<file path="config.mk">
export PLATFORM = sky130hd
export DESIGN_NAME = siso_tx_scheduler
export DESIGN_NICKNAME = d
export VERILOG_FILES = /design/src/rtl/siso_tx_scheduler.sv
export SDC_FILE = /design/constraint.sdc
export NUM_CORES = 1
export LEC_CHECK = 0
export BUFFER_PORTS_ARGS = -buffer_cell sky130_fd_sc_hd__clkbuf_2
export CORE_MARGIN = 1
export CORE_UTILIZATION = 45
export CTS_BUF_LIST = sky130_fd_sc_hd__clkbuf_4 sky130_fd_sc_hd__clkbuf_8
export DETAILED_ROUTE_END_ITERATION = 16
export GPL_TIMING_DRIVEN = 0
export PLACE_DENSITY = 0.8
export SKIP_CTS_REPAIR_TIMING = 1
export SKIP_LAST_GASP = 1
export SYNTH_ARGS = -nofsm -noshare
export SYNTH_HDL_FRONTEND = slang
export SYNTH_SLANG_ARGS = --single-unit
</file>
<file path="constraint.sdc">
create_clock -name clk -period 2.8 [get_ports clk]
set_clock_uncertainty 0.15 [all_clocks]
set_input_delay 0.7 -clock clk [delete_from_list [all_inputs] [get_ports clk]]
set_output_delay 0.7 -clock clk [all_outputs]
set_load 0.02 [all_outputs]
</file>
<file path="src/rtl/siso_tx_scheduler.sv">
// siso_tx_scheduler
//   Two-requester round-robin scheduler that serialises one accepted word
//   per frame toward a downstream SISO shift register. A frame is a start bit
//   (0), WIDTH payload bits LSB first, and a stop bit (1). Each bit is held
//   for BIT_CYCLES clocks.
//
// Ports
//   clk                 : clock, all state changes on the rising edge
//   rst                 : synchronous active-high reset
//   reqN_valid/_data    : requester N offers a WIDTH-bit word (N = 0, 1)
//   reqN_ready          : requester N word taken this cycle when valid is high
//   serial_out          : bit driven to the downstream serial_in
//   shift_en            : downstream shift strobe, last clock of each bit
//   busy                : a frame is in progress
//   grant_id            : requester owning the current or last frame
//   frame_done          : one-cycle pulse on the last clock of the stop bit
module siso_tx_scheduler #(
  parameter int WIDTH      = 8,
  parameter int BIT_CYCLES = 1
) (
  input  logic             clk,
  input  logic             rst,
  input  logic             req0_valid,
  input  logic [WIDTH-1:0] req0_data,
  output logic             req0_ready,
  input  logic             req1_valid,
  input  logic [WIDTH-1:0] req1_data,
  output logic             req1_ready,
  output logic             serial_out,
  output logic             shift_en,
  output logic             busy,
  output logic             grant_id,
  output logic             frame_done
);

  localparam int CW = (BIT_CYCLES > 1) ? $clog2(BIT_CYCLES) : 1;
  localparam int BW = $clog2(WIDTH);
  localparam logic [CW-1:0] CYC_LAST = CW'(BIT_CYCLES - 1);
  localparam logic [BW-1:0] BIT_LAST = BW'(WIDTH - 1);

  typedef enum logic [1:0] {IDLE, START, DATA, STOP} state_t;

  state_t           state_q, state_d;
  logic [CW-1:0]    cyc_q, cyc_d;
  logic [BW-1:0]    bit_q, bit_d;
  logic [WIDTH-1:0] data_q, data_d;
  logic             last_q, last_d;
  logic             grant_q, grant_d;
  logic             serial_q, shift_q, busy_q, done_q;
  logic             cyc_end;

  assign cyc_end = (cyc_q == CYC_LAST);

  // Round-robin: with both requesters valid, the one that did not win last
  // time is offered ready. Ready is only ever offered while idle.
  always_comb begin
    req0_ready = (state_q == IDLE) && !rst && req0_valid && (!req1_valid || last_q);
    req1_ready = (state_q == IDLE) && !rst && req1_valid && (!req0_valid || !last_q);
  end

  always_comb begin
    state_d = state_q;
    cyc_d   = cyc_q;
    bit_d   = bit_q;
    data_d  = data_q;
    last_d  = last_q;
    grant_d = grant_q;
    unique case (state_q)
      IDLE: begin
        if (req0_ready || req1_ready) begin
          data_d  = req0_ready ? req0_data : req1_data;
          grant_d = req1_ready;
          last_d  = req1_ready;
          cyc_d   = '0;
          bit_d   = '0;
          state_d = START;
        end
      end
      START: begin
        if (cyc_end) begin
          cyc_d   = '0;
          bit_d   = '0;
          state_d = DATA;
        end else begin
          cyc_d = cyc_q + 1'b1;
        end
      end
      DATA: begin
        if (cyc_end) begin
          cyc_d = '0;
          if (bit_q == BIT_LAST) begin
            bit_d   = '0;
            state_d = STOP;
          end else begin
            bit_d = bit_q + 1'b1;
          end
        end else begin
          cyc_d = cyc_q + 1'b1;
        end
      end
      STOP: begin
        if (cyc_end) begin
          cyc_d   = '0;
          state_d = IDLE;
        end else begin
          cyc_d = cyc_q + 1'b1;
        end
      end
      default: state_d = IDLE;
    endcase
  end

  // Line level for a given state; idle and stop both hold the line high.
  function automatic logic line_level(state_t s, logic [WIDTH-1:0] d, logic [BW-1:0] b);
    case (s)
      START:   line_level = 1'b0;
      DATA:    line_level = d[b];
      default: line_level = 1'b1;
    endcase
  endfunction

  // Outputs are registered from next-state values so they line up with the
  // state they describe, not one clock behind it.
  always_ff @(posedge clk) begin
    if (rst) begin
      state_q  <= IDLE;
      cyc_q    <= '0;
      bit_q    <= '0;
      data_q   <= '0;
      last_q   <= 1'b1;
      grant_q  <= 1'b0;
      serial_q <= 1'b1;
      shift_q  <= 1'b0;
      busy_q   <= 1'b0;
      done_q   <= 1'b0;
    end else begin
      state_q  <= state_d;
      cyc_q    <= cyc_d;
      bit_q    <= bit_d;
      data_q   <= data_d;
      last_q   <= last_d;
      grant_q  <= grant_d;
      serial_q <= line_level(state_d, data_d, bit_d);
      shift_q  <= (state_d != IDLE) && (cyc_d == CYC_LAST);
      busy_q   <= (state_d != IDLE);
      done_q   <= (state_d == STOP) && (cyc_d == CYC_LAST);
    end
  end

  assign serial_out = serial_q;
  assign shift_en   = shift_q;
  assign busy       = busy_q;
  assign grant_id   = grant_q;
  assign frame_done = done_q;

endmodule

</file>
==> flow_summary.yaml, run 1 <==
clocking:
  cts_max_path_buffers: 2
  cts_tree: "yes"
  clk_pin_slew_ns: 0.10
  cts.sinks: 20
  htreeDepth: 1
  cts_made_buffers: 3
  cts-root-buf: "clkbuf_4"
  clk_latency_ns: 0.29
layout:
  drive_gt1_share_pct: 27.6
  layout_commonest_cell: "clkbuf_2"
  multi_input_area_sq_um: 627
  mostFrequentLayoutCells: "clkbuf_2, dfxtp_1, o21ai_0, nor2_1, nor2b_1"
  final_area_sq_um: 1270
  fin_nets: 176
  final_util_pct: 56.7
  diodes: 0
  seq_area_sq_um: 400
  syn_to_final_growth_pct: 17.4
  n_fill_cell: 217
critical_path:
  regToRegStartpoint: "state_q[1]$_SDFF_PP0_"
  worst_ep_arrival_time_ns: 1.79
  crit_fanout: 7
  required_ns: 1.95
  worstSetupPathType: "input pin to primary output"
  worst_r2r_path_depth: 7
  startpoint_type: "input pin"
  r2r_end: "serial_out$_SDFF_PP1_"
  r2r_setup_slack_ns: 0.29
  end_kind: "primary output"
synth:
  synth.cell_area_sq_um: 1080
  ys_seq_elements: 20
  syn_nets: 145
  yosysWarnings: 0
  yosysTopAreaCellShare_pct: 37.1
  ys_types: 42
  post_synth.cell_area_avg_sq_um: 8.77
  synth_edf_count: 0
  ys_top_cells_by_area: "dfxtp_1, o21ai_0, nor2b_1"
  synth_top_area_cell: "dfxtp_1"
  ys.flop_type: "dfxtp_1"
  ys_seq_area_share_pct: 37.1
  async_flop_share_pct: 0
  syn_inst: 123
global_routing:
  grt_pass1_vias: 893
  grt_max_degree: 11
  grt_overflow: 0
  grt_pass1_wl_mm: 3.93
  track_usage_pct: 20.5
  antenna_found_initial: 0
placement:
  gp_congestion: 0.772
  post-place-ws_ns: -0.0525
  hpwlAfterDp_mm: 1.74
  numPortBuffers: 26
  placed_cell_area_sq_um: 1240
timing:
  worst_pin_slew_ns: 0.623
  post-route-min-period_ns: 2.64
  hold_viol_final: 0
  grt_setup_unrepaired: "false"
  slew_headroom_pct: 58.2
  worst_slack_ns: 0.158
  finalSetupViolCount: 0
  fmax_ghz: 0.378
  tns_ns: 0
  fin_crit_sh_pct: 94.4
  final_max_slew_viol_count: 0
floorplanning:
  die_width_um: 51.0
  start_util_pct: 48.3
  dieArea_sq_um: 2600
  die_y_um: 51.0
  core_sq_um: 2230
  io_pins: 27
  rows: 17
route:
  drt_wl_total_mm: 2.34
  route.detailed.drc: 0
  first_iter_violations: 21
  ant_nets: 0
  detail_route.vias_per_cell: 5.58
  wl_per_cell_um: 13.0
  drt_first_pass_iters: 4
  vias: 1005
run:
  maxCapViolCount: 0
power_and_ir_drop:
  power.density_nw_per_um2: 570
  p_leak_nw: 0.529
  irDropWorstVdd_mv: 0.288
worst_hold_path:
  hp-start: "grant_id$_SDFFE_PP0P_"
  whs_endpoint: "grant_id$_SDFFE_PP0P_"
  worstHoldPathCells: 2
  hold_path_class: "flop to flop"
run_status:
  status: "finished, final reports clean"
-- final cells by class --
cell class                      instances  area share, %
Buffer                                  7           3.46
Multi-Input combinational cell         94           49.5
Inverter                                2          0.593
Sequential cell                        20           31.6
Timing Repair Buffer                   26           10.3
Clock buffer                            3           1.78
Tap cell                               28           2.77
-- layer usage --
layer | global-route usage (%) | vias to the layer above | routed length [um] | part of all wire [%]
li1 | - | 509 | - | -
met5 | 0 | - | 0 | 0
met4 | 9.72 | 0 | 39 | 1.7
met3 | 3.87 | 5 | 108 | 4.6
met2 | 33.3 | 29 | 1110 | 48
met1 | 26.0 | 462 | 1080 | 46
-- worst max-delay path by stage --
stage                                from               endpoint  slack [ns]
CTS                            req0_valid             req0_ready        0.16
finish                         req0_valid             req0_ready        0.16
detailed placement             req0_valid  serial_out$_SDFF_PP1_       -0.05
floorplan                             rst  serial_out$_SDFF_PP1_        0.16
global route        state_q[1]$_SDFF_PP0_             req1_ready        0.08
global placement               req0_valid  serial_out$_SDFF_PP1_       -0.04
-- power breakdown --
part           total, mW  internal (mW)  leakage, nW  switching, mW
Sequential         0.335          0.322        0.165         0.0130
Clock              0.131         0.0501       0.0138         0.0811
Combinational      0.256          0.107        0.351          0.149
-- logic make-up (layout without fill, tap and decap cells) --
kind of cell             after synthesis  count (layout)  share of synthesized area [%]
multiplexers                           4               4                           3.94
buffers and inverters                  9              38                           4.76
flip-flops                            20              20                           37.1
AND/OR/NAND/NOR                       49              49                           27.1
XOR/XNOR                               1               1                          0.812
AO/OA/AOI/OAI                         38              38                           23.9
adder cells (fa/ha/maj)                2               2                           2.32
-- flip-flops by register name (all words and copies together) (netlist names) --
name,count
bit_q,3
busy,1
cyc_q,1
data_q,8
frame_done,1
grant_id,1
last_q,1
serial_out,1
shift_en,1
state_q,2
-- per-stage QoR --
stage | total power [mW] | instances | hold slack, ns
global placement | 0.590 | 177 | 0.303
detailed placement | 0.596 | 177 | 0.320
global route | 0.771 | 180 | 0.359
floorplan | 0.530 | 123 | 0.311
finish | 0.722 | 180 | 0.327
CTS | 0.728 | 180 | 0.334
-- Yosys cell counts, drive strengths merged (2+ instances only) --
master,n
a31oi,4
mux2i,2
nor3,2
mux2,2
nor2b,8
nand3,6
a211oi,4
o21ai,12
inv,2
nand2,5
a21oi,7
buf,5
and3,2
clkbuf,2
ha,2
dfxtp,20
nor3b,2
nor2,13
nand2b,5
-- critical path, cell delays in order --
cell	delay, ns
clkbuf_2	0.13
or4b_4	0.47
buf_6	0.16
nor2_8	0.15
clkbuf_2	0.19
(Power assumes the default switching activity.)
==> run 2, diff against run 1 <==
--- a/config.mk
+++ b/config.mk
@@ -11,7 +11,7 @@
 export CTS_BUF_LIST = sky130_fd_sc_hd__clkbuf_4 sky130_fd_sc_hd__clkbuf_8
 export DETAILED_ROUTE_END_ITERATION = 16
 export GPL_TIMING_DRIVEN = 0
-export PLACE_DENSITY = 0.8
+export PLACE_DENSITY = 0.69
 export SKIP_CTS_REPAIR_TIMING = 1
 export SKIP_LAST_GASP = 1
 export SYNTH_ARGS = -nofsm -noshare
==> flow_summary.yaml, run 2 (synthesis gave the netlist of run 1 again) <==
timing:
  holdWs_ns: 0.337
  fmax_ghz: 0.375
  tns_ns: 0
  final_max_slew_viol_count: 0
  post-route-min-period_ns: 2.66
  hold_viol_final: 0
  finalSetupViolCount: 0
  worst_slack_ns: 0.136
  worst_pin_slew_ns: 0.527
  slew_headroom_pct: 64.9
  grt_setup_unrepaired: "false"
  fin_crit_sh_pct: 95.2
placement:
  gp_congestion: 0.748
  hpwlAfterDp_mm: 1.80
  placed_cell_area_sq_um: 1240
  post-place-ws_ns: -0.119
  dp.cells: 177
  numPortBuffers: 26
critical_path:
  critPathMaxStageDelay_ns: 0.49
  cp_cell_sequence: "clkbuf_2, or4b_4, buf_6, nor2_8, clkbuf_2"
  r2r_setup_slack_ns: 0.21
  critPathSlowestCell: "or4b_4"
  crit_top_cell: "clkbuf_2"
  worstSetupPathType: "input pin to primary output"
  worst_ep_arrival_time_ns: 1.81
  required_ns: 1.95
  r2r_end: "serial_out$_SDFF_PP1_"
  startpoint_type: "input pin"
  crit_fanout: 7
  regToRegStartpoint: "state_q[0]$_SDFF_PP0_"
  end_kind: "primary output"
  worst_r2r_path_depth: 8
layout:
  final_util_pct: 57.6
  mostFrequentLayoutCells: "clkbuf_2, dfxtp_1, o21ai_0, nor2_1, nor2b_1"
  final_area_sq_um: 1290
  multi_input_area_sq_um: 634
  largest_register: "data_q"
  n_fill_cell: 211
  fin_nets: 176
  seq_area_sq_um: 400
  drive_gt1_share_pct: 28.1
  largest_reg_flops: 8
  diodes: 0
  layout_commonest_cell: "clkbuf_2"
  syn_to_final_growth_pct: 19.4
  final_cell_count_no_fill: 181
  top_regs: "data_q: 8 flops, bit_q: 3 flops, state_q: 2 flops"
clocking:
  htreeDepth: 1
  cts-root-buf: "clkbuf_4"
  cts.sinks: 20
  clk_pin_slew_ns: 0.11
  cts_made_buffers: 3
  cts_max_path_buffers: 2
  clk_latency_ns: 0.31
  cts_tree: "yes"
worst_hold_path:
  hp-start: "grant_id$_SDFFE_PP0P_"
  whs_endpoint: "grant_id$_SDFFE_PP0P_"
  worstHoldPathCells: 2
  hold_path_class: "flop to flop"
power_and_ir_drop:
  power.density_nw_per_um2: 600
  p_leak_nw: 0.536
  irDropWorstVdd_mv: 0.305
  power_mw: 0.773
route:
  route.detailed.drc: 0
  topRoutingLayerUsed: "met4"
  first_iter_violations: 29
  drt_wl_total_mm: 2.54
  ant_nets: 0
  detail_route.vias_per_cell: 5.51
  wl_per_cell_um: 14.0
  vias: 998
  wl_met1_mm: 1.28
  met3_length_um: 82
  route.met2.wl_mm: 1.14
  drt_first_pass_iters: 4
floorplanning:
  die_width_um: 51.0
  rows: 17
  dieArea_sq_um: 2600
  io_pins: 27
  die_y_um: 51.0
  start_util_pct: 48.3
  core_sq_um: 2230
global_routing:
  antenna_found_initial: 0
  grt_pass1_wl_mm: 4.15
  grt_overflow: 0
  grt_max_degree: 12
  track_usage_pct: 21.6
  grt_pass1_vias: 921
run:
  maxCapViolCount: 0
run_status:
  status: "finished, final reports clean"
run 2: cell types whose count changed in the layout (fill, tap and decap cells not counted):
cell | previous run | this run
a2111oi_1 | 0 | 1
a2111oi_0 | 1 | 0
clkbuf_8 | 0 | 1
nor3_4 | 0 | 1
nor3_2 | 1 | 0
run 2: worst max-delay path, delay by kind of cell:
kind,cells,cell delay (ns)
simple gates,2,0.65
buf+inv,3,0.47
run 2: per-layer routing:
metal	GRT usage, %	up-vias
met5	0	-
met4	9.72	0
met3	2.98	5
met2	33.1	22
met1	29.6	458
li1	-	513
run 2: final cells by class:
type / instances / share of cell area (%)
Clock buffer: 4 / 2.82
Buffer: 7 / 3.40
Timing Repair Buffer: 26 / 10.1
Tap cell: 28 / 2.72
Multi-Input combinational cell: 94 / 49.3
Inverter: 2 / 0.583
Sequential cell: 20 / 31.1
run 2: worst max-delay path by stage:
| stage | start | depth (start not counted) | slack (ns) | endpoint |
|---|---|---|---|---|
| 2_1_floorplan | rst | 7 | 0.16 | serial_out$_SDFF_PP1_ |
| 3_3_place_gp | req0_valid | 8 | -0.04 | serial_out$_SDFF_PP1_ |
| 3_5_place_dp | req0_valid | 8 | -0.12 | serial_out$_SDFF_PP1_ |
| 4_1_cts | state_q[0]$_SDFF_PP0_ | 5 | 0.14 | req0_ready |
| 5_1_grt | state_q[0]$_SDFF_PP0_ | 8 | 0.08 | serial_out$_SDFF_PP1_ |
| 6_report | rst | 5 | 0.14 | req0_ready |
run 2: power by group:
part	switching [mW]	leakage (nW)	internal [mW]	total, mW
Sequential	0.0131	0.165	0.322	0.335
Clock	0.0937	0.0210	0.0794	0.173
Combinational	0.156	0.351	0.109	0.264
==> run 3, diff against run 2 <==
--- a/config.mk
+++ b/config.mk
@@ -7,13 +7,11 @@
 export LEC_CHECK = 0
 export BUFFER_PORTS_ARGS = -buffer_cell sky130_fd_sc_hd__clkbuf_2
 export CORE_MARGIN = 1
-export CORE_UTILIZATION = 45
+export CORE_UTILIZATION = 35
 export CTS_BUF_LIST = sky130_fd_sc_hd__clkbuf_4 sky130_fd_sc_hd__clkbuf_8
 export DETAILED_ROUTE_END_ITERATION = 16
 export GPL_TIMING_DRIVEN = 0
-export PLACE_DENSITY = 0.69
 export SKIP_CTS_REPAIR_TIMING = 1
-export SKIP_LAST_GASP = 1
 export SYNTH_ARGS = -nofsm -noshare
 export SYNTH_HDL_FRONTEND = slang
 export SYNTH_SLANG_ARGS = --single-unit
==> flow_summary.yaml, run 3 (synthesis gave the netlist of run 1 again) <==
critical_path:
  worst_ep_arrival_time_ns: 1.81
  crit_top_cell: "buf_6"
  end_kind: "primary output"
  critPathSlowestCell: "or4b_4"
  crit_fanout: 10
  startpoint: "state_q[0]$_SDFF_PP0_"
  worstSetupPathType: "flop to primary output"
  regToRegStartpoint: "state_q[1]$_SDFF_PP0_"
  crit_buf_inv: 3
  required_ns: 1.95
  startpoint_type: "flop"
  critPathTopFamily: "simple AND/OR/NAND/NOR gates"
  critPathMaxStageDelay_ns: 0.53
  cp_cell_sequence: "buf_6, or4b_4, buf_6, nor2_8, clkbuf_2"
layout:
  diodes: 0
  mostFrequentLayoutCells: "clkbuf_2, dfxtp_1, o21ai_0, nor2_1, nor2b_1"
  final_area_sq_um: 1280
  layout_commonest_cell: "clkbuf_2"
  syn_to_final_growth_pct: 19.0
  largest_register: "data_q"
  drive_gt1_share_pct: 28.1
  n_fill_cell: 297
  multi_input_area_sq_um: 627
  top_regs: "data_q: 8 flops, bit_q: 3 flops, state_q: 2 flops"
  largest_reg_flops: 8
  seq_area_sq_um: 400
  fin_nets: 176
route:
  wl_per_cell_um: 13.3
  detail_route.vias_per_cell: 5.42
  first_iter_violations: 38
  drt_wl_total_mm: 2.44
  drt_first_pass_iters: 10
  ant_nets: 0
  vias: 998
  route.detailed.drc: 3
placement:
  numPortBuffers: 26
  placed_cell_area_sq_um: 1250
  gp_congestion: 0.755
  hpwlAfterDp_mm: 1.85
worst_hold_path:
  hp-start: "grant_id$_SDFFE_PP0P_"
  hold_path_class: "flop to flop"
global_routing:
  use_met2_pct: 27.4
  track_usage_pct: 16.2
  grt_pass1_vias: 902
  grt_use_met1_pct: 20.9
  grt_use_met3_pct: 4.08
  antenna_found_initial: 0
  grt.busiest_layer: "met2"
  grt_pass1_wl_mm: 4.08
  grt_max_degree: 12
  grt_overflow: 0
timing:
  fin_crit_sh_pct: 94.9
  final_max_slew_viol_count: 0
  finalSetupViolCount: 0
  worst_pin_slew_ns: 0.578
  hold_viol_final: 0
  grt_setup_unrepaired: "false"
  slew_headroom_pct: 61.3
  fmax_ghz: 0.376
  tns_ns: 0
  post-route-min-period_ns: 2.66
floorplanning:
  rows: 19
  die_width_um: 57.5
  die_y_um: 57.5
  core_sq_um: 2830
  io_pins: 27
  start_util_pct: 38.1
  dieArea_sq_um: 3310
clocking:
  clk_latency_ns: 0.30
  htreeDepth: 1
  cts_made_buffers: 3
  cts_max_path_buffers: 2
  cts_tree: "yes"
  clk_pin_slew_ns: 0.12
  cts.sinks: 20
  cts-root-buf: "clkbuf_4"
power_and_ir_drop:
  power.density_nw_per_um2: 596
  irDropWorstVdd_mv: 0.213
  p_leak_nw: 0.536
run_status:
  status: "finished, violations left"
  violations: "design-rule violations"
run:
  maxCapViolCount: 0
==> run 3: final timing paths <==
check                                             end  slack (ns)  cells past startpoint
worst max-delay path                       req0_ready        0.14                      5
worst min-delay path            grant_id$_SDFFE_PP0P_        0.33                      2
worst max register to register  serial_out$_SDFF_PP1_        0.22                      6
worst min register to register  grant_id$_SDFFE_PP0P_        0.33                      2
==> run 3: where the power goes <==
group | internal (mW) | leakage, nW | switching [mW]
registers | 0.322 | 0.165 | 0.0138
logic | 0.107 | 0.351 | 0.149
clock network | 0.0793 | 0.0210 | 0.0931
==> run 3: area by class of cell <==
cell class                 count  area share (%)
sequential                    20            31.2
clock buffer                   4            2.83
multi-input combinational     94            48.8
tap                           31            3.02
inverter                       2           0.585
buffer                         7            3.41
timing repair buffer          26            10.1
==> run 3: worst min-delay path: stages, from the launching register on <==
cell and delay, ns:
dfxtp_1 0.33, nand2b_1 0.06, o21bai_1 0.05
==> run 3: metal layers <==
metal | wire length, um | up-vias | share of wire, %
li1 | - | 508 | -
met2 | 1150 | 17 | 47
met4 | 17 | 0 | 0.70
met5 | 0 | - | 0
met1 | 1180 | 471 | 48
met3 | 92 | 2 | 3.8
==> run 3: stage by stage <==
step           utilization [%]  cells  power, mW  worst slack [ns]  hold WS, ns
2_1_floorplan                -    123      0.530             0.160        0.311
3_3_place_gp              44.1    180      0.596           -0.0728        0.302
3_5_place_dp              44.1    180      0.599            -0.109        0.320
4_1_cts                   45.4    184      0.770             0.136        0.337
5_1_grt                   45.4    184      0.815            0.0699        0.375
6_report                  45.4    184      0.764             0.144        0.328
